## config.mk

```make
export PLATFORM = sky130hd
export DESIGN_NAME = pipe_field
export DESIGN_NICKNAME = d
export VERILOG_FILES = /design/src/rtl/pipe_field.sv
export SDC_FILE = /design/constraint.sdc
export NUM_CORES = 1
export LEC_CHECK = 0
export CORE_ASPECT_RATIO = 0.6
export CORE_MARGIN = 2
export CORE_UTILIZATION = 45
export DETAILED_ROUTE_END_ITERATION = 8
export GPL_TIMING_DRIVEN = 0
export PLACE_DENSITY = 0.76
export SETUP_SLACK_MARGIN = 0.1
export SLEW_MARGIN = 20
export SYNTH_ARGS = -nofsm -noshare
export SYNTH_HDL_FRONTEND = slang
export SYNTH_SLANG_ARGS = --single-unit
```

## constraint.sdc

```tcl
create_clock -name clk -period 1.8 [get_ports clk]
set_input_delay 0.36 -clock clk [delete_from_list [all_inputs] [get_ports clk]]
set_output_delay 0.36 -clock clk [all_outputs]
set_load 0.02 [all_outputs]
```

## src/rtl/pipe_field.sv

```systemverilog
`default_nettype none
// ============================================================================
// Module      : pipe_field
// Description : Scrolling pipe playfield for the flappy-bird game. It spawns
//               two-column pipes with an LFSR-placed 3-row gap, detects bird
//               collisions, keeps the score and runs the IDLE/RUN/OVER game
//               state machine. It also drives the column frame buffer read by
//               the LED display driver.
// Revision    : 1.0 - initial release
// ============================================================================
module pipe_field #(
    parameter int NCOLS    = 8,
    parameter int BIRD_COL = 2,
    parameter int SPACING  = 5
) (
    input  logic                 clk,
    input  logic                 reset,
    input  logic                 tick,
    input  logic                 start,
    input  logic [15:0]          bird_pos,
    output logic [NCOLS*16-1:0]  cols,
    output logic                 collision,
    output logic                 game_over,
    output logic                 running,
    output logic [7:0]           score
);

    localparam int                CNT_W       = (SPACING > 1) ? $clog2(SPACING) : 1;
    localparam logic [7:0]        c_lfsr_seed = 8'hA5;
    localparam logic [CNT_W-1:0]  c_cnt_last  = CNT_W'(SPACING - 1);
    localparam logic [CNT_W-1:0]  c_cnt_one   = CNT_W'(1);

    typedef enum logic [1:0] {
        S_IDLE = 2'd0,
        S_RUN  = 2'd1,
        S_OVER = 2'd2
    } state_t;

    state_t              r_state;
    logic [7:0]          r_lfsr;
    logic [CNT_W-1:0]    r_spawn_cnt;
    logic [15:0]         r_wall_latch;
    logic [NCOLS-1:0]    r_tags;

    logic [3:0]          w_gap_idx;
    logic [15:0]         w_wall;
    logic [15:0]         w_new_col;
    logic                w_new_tag;
    logic                w_lfsr_fb;
    logic [15:0]         w_bird_col;
    logic                w_scroll;
    logic                w_clear;
    logic                w_unused_tag;

    // Fold the 4-bit LFSR slice into 0..13 so the 3-row gap always fits.
    always_comb begin
        w_gap_idx = r_lfsr[3:0];
        if (w_gap_idx >= 4'd14) begin
            w_gap_idx = w_gap_idx - 4'd14;
        end
    end

    assign w_wall    = ~(16'h0007 << w_gap_idx);
    assign w_lfsr_fb = r_lfsr[7] ^ r_lfsr[5] ^ r_lfsr[4] ^ r_lfsr[3];

    // Pick the column entering at the right edge from the spawn phase.
    always_comb begin
        w_new_col = 16'h0000;
        w_new_tag = 1'b0;
        if (r_spawn_cnt == '0) begin
            w_new_col = w_wall;
        end else if (r_spawn_cnt == c_cnt_one) begin
            w_new_col = r_wall_latch;
            w_new_tag = 1'b1;
        end
    end

    assign w_bird_col = cols[BIRD_COL*16 +: 16];
    assign collision  = running & (((w_bird_col & bird_pos) != 16'h0000) | bird_pos[0]);

    // A collision on the same edge as a tick wins: the field freezes as it is.
    assign w_scroll = (r_state == S_RUN) & tick & ~collision;
    assign w_clear  = (r_state == S_OVER) & start;

    // The leftmost tag leaves the field without being looked at.
    assign w_unused_tag = r_tags[0];

    // Game state machine with registered status outputs and score keeping.
    always_ff @(posedge clk or negedge reset) begin
        if (!reset) begin
            r_state   <= S_IDLE;
            running   <= 1'b0;
            game_over <= 1'b0;
            score     <= 8'h00;
        end else begin
            case (r_state)
                S_IDLE: begin
                    if (start) begin
                        r_state <= S_RUN;
                        running <= 1'b1;
                        score   <= 8'h00;
                    end
                end
                S_RUN: begin
                    if (collision) begin
                        r_state   <= S_OVER;
                        running   <= 1'b0;
                        game_over <= 1'b1;
                    end else if (w_scroll && r_tags[BIRD_COL] && (score != 8'hFF)) begin
                        score <= score + 8'h01;
                    end
                end
                S_OVER: begin
                    if (start) begin
                        r_state   <= S_IDLE;
                        game_over <= 1'b0;
                    end
                end
                default: begin
                    r_state   <= S_IDLE;
                    running   <= 1'b0;
                    game_over <= 1'b0;
                end
            endcase
        end
    end

    // Field datapath: column/tag shift, spawn phase counter and gap LFSR.
    always_ff @(posedge clk or negedge reset) begin
        if (!reset) begin
            cols         <= '0;
            r_tags       <= '0;
            r_spawn_cnt  <= '0;
            r_wall_latch <= 16'h0000;
            r_lfsr       <= c_lfsr_seed;
        end else if (w_clear || ((r_state == S_IDLE) && start)) begin
            // Leaving OVER wipes the field; the LFSR keeps running so games differ.
            cols        <= '0;
            r_tags      <= '0;
            r_spawn_cnt <= '0;
        end else if (w_scroll) begin
            cols   <= {w_new_col, cols[NCOLS*16-1:16]};
            r_tags <= {w_new_tag, r_tags[NCOLS-1:1]};
            if (r_spawn_cnt == '0) begin
                r_wall_latch <= w_wall;
                r_lfsr       <= {r_lfsr[6:0], w_lfsr_fb};
            end
            if (r_spawn_cnt == c_cnt_last) begin
                r_spawn_cnt <= '0;
            end else begin
                r_spawn_cnt <= r_spawn_cnt + c_cnt_one;
            end
        end
    end

endmodule
`default_nettype wire

```

==> flow_summary.ini <==
[synth]
ys_ff_latch = 173
synthTopCellsByCount = dfrtp_1, a22o_1, nand2_1
synth_edf_count = 0
syn_avg_cell_area_um2 = 13.0
synth.most_common_cell = dfrtp_1
synthCells = 526
synth_top_area_share_pct = 61.7
synth_area_leader_cell = dfrtp_1
netlist_area_um2 = 6860
ys_warn_count = 0
synth_cell_type_count = 49
synth_area_leaders = dfrtp_1, a22o_1, a221o_1
ys.flop_type = dfrtp_1
async_reset_ff_share_pct = 100
yosysSeqAreaShare_pct = 63.2
syn_nets = 551

[clock_network]
cts_tree = built
cts_num_sinks = 173
clk_pin_slew_ps = 70
cts_max_level = 4
clk_path_buf_depth = 2
clk_latency_ps = 430
cts_made_buffers = 17
root_buffer = clkbuf_16

[route]
routed_wl_um = 21900
drt_iter0_markers = 506
drtAntennaViolNets = 0
topRoutingLayerUsed = met4
dr.pass1.iters = 5
wl_per_cell_um = 23.3
wl_met2_um = 9290
drcViolationCount = 0
vias = 5744
drt-met1-wl_um = 10600
dr_wl_met3_um = 1770
vias_per_cell = 6.10

[critical_path]
crit_top_cell = buf_4
worst_setup_path_start_kind = flop
crit_fanout = 8
path_cells = a222oi_1, buf_4, buf_4, and4_4, o21ai_4, buf_12, a21oi_2, a221o_1
critical_path.top_delay_family = compound AO/OA/AOI/OAI gates
cpPeakStageDelay_ps = 490
required_ps = 2100
worst-path-buf-inv = 3
end_kind = flop
critical_path_class = reg -> reg
arrival_ps = 2490
cpMaxStageDelayCell = dfrtp_1

[finish]
nNetsFinal = 755
final_cells = 941
drive_gt1_share_pct = 20.5
syn2layout_area_growth_pct = 44.9
n_antenna_cell = 0
final_design_area_no_fill_um2 = 9940

[die]
die_h_um = 99.6
ios = 159
die_area_um2 = 16300
num_rows = 34
fp.coreArea_um2 = 14700
start_util_pct = 46.7
chipWidth_um = 163

[power_and_ir_drop]
ir_worst_vdd_mv = 0.903
total_leakage_power_nw = 5.17
cellPowerDensity_nw_per_um2 = 1980

[sta]
finalCritPeriodShare_pct = 122
finalHoldViolCount = 0
worst_slew_pin_slew_ps = 749
finalClockSkew_ps = 10.3
final.setup.tns_ps = -52650
hold_ws_ps = 485
clock.fmax_mhz = 455
rsz0062_at_grt = true
finalSetupViolCount = 170
relSlewSlack_pct = 50.1
fin_ws_ps = -395
drv_slew = 0
min_period_ps = 2200

[grt]
first_global_vias = 5429
grt_use_total_pct = 26.4
globalRouteOverflowTotal = 0
grt_start_max_net_pins = 98
grt_pass1_wl_um = 32300
antenna_found_initial = 0

[placement]
io_buffers = 158
dpl.cell_count = 883
gp_congestion = 0.919
dpl_worst_slack_ps = -801
hpwl_um = 14700
placed_area_um2 = 8830

[run_status]
violations = setup timing
status = finished, violations left

[run]
cap_violations = 0

[min_path]
min_path_type = in -> async
## report_power, final
| part | internal [mW] | switching, mW |
|---|---|---|
| logic | 4.41 | 5.24 |
| clock network | 1.87 | 1.68 |
| registers | 5.17 | 1.28 |
| total | 11.4 | 8.20 |
## per-layer routing
metal,GRT usage (%),up-vias
li1,-,2432
met1,41.9,3011
met2,36.5,273
met3,6.21,28
met4,6.13,0
met5,0,-
## through the flow
step / util (%) / total power, mW
6_report: 67.7 / 19.6
5_1_grt: 67.7 / 20.5
4_1_cts: 65.4 / 18.6
3_5_place_dp: 60.2 / 14.8
3_3_place_gp: 60.0 / 14.6
2_1_floorplan: - / 11.0
## cells by family after synthesis
family | count (synthesis) | synth area share [%]
compound gates | 209 | 25.2
buf+inv | 50 | 3.39
mux | 7 | 1.11
xor+xnor | 3 | 0.383
flops | 173 | 63.2
simple gates | 79 | 5.78
fa+ha+maj | 5 | 0.912
## layout make-up
class | instances | area, um2
inverters | 9 | 33.8
plain buffers | 37 | 388
fillers | 1122 | 4740
clock inverters | 14 | 128
multi-input cells | 303 | 2490
flip-flops and latches | 173 | 4340
clock buffers | 18 | 439
repair buffers | 189 | 1870
well taps | 198 | 248
## repair_timing
action,in CTS,in global routing
setup endpoints to repair,309,173
cloned,6,5
endpoints found under the hold margin,76,0
buffers inserted,9,10
resized for setup,210,49
pin swaps,26,17
hold buffers,1,0
## final timing paths
kind                              endpoint       startpoint  cells after the start  slack (ps)
max in group asynchronous         cols[46]            reset                      3         420
min reg2reg                r_wall_latch[6]  r_wall_latch[6]                      1         490
max                              cols[123]         cols[42]                      8        -400
max reg2reg                      cols[123]         cols[42]                      8        -400
min in group clk           r_wall_latch[6]  r_wall_latch[6]                      1         490
min                              cols[101]            reset                      2         490
## state kept, by name, summed over array words and instances (netlist names)
name,cells
cols,128
r_wall_latch,16
r_lfsr,8
score,8
r_tags,6
r_spawn_cnt,3
r_state,2
game_over,1
running,1
## layout by cell type (no fill, tap or decap), drive strengths merged, types with 3 or more instances in the layout
cell / n
a221o: 16
nor2b: 5
clkdlybuf4s50: 18
and3: 5
nand2: 25
a21oi: 15
dfstp: 4
a21o: 18
nor3: 7
dlygate4sd2: 137
o22a: 3
xnor2: 3
o31a: 3
nand2b: 3
clkbuf: 31
o21ai: 15
dfrtp: 169
buf: 56
clkinv: 5
inv: 17
nand3: 7
ha: 5
a22o: 120
a211oi: 4
nor2: 15
mux2: 5
No activity file was read; power rests on OpenSTA's default activity.
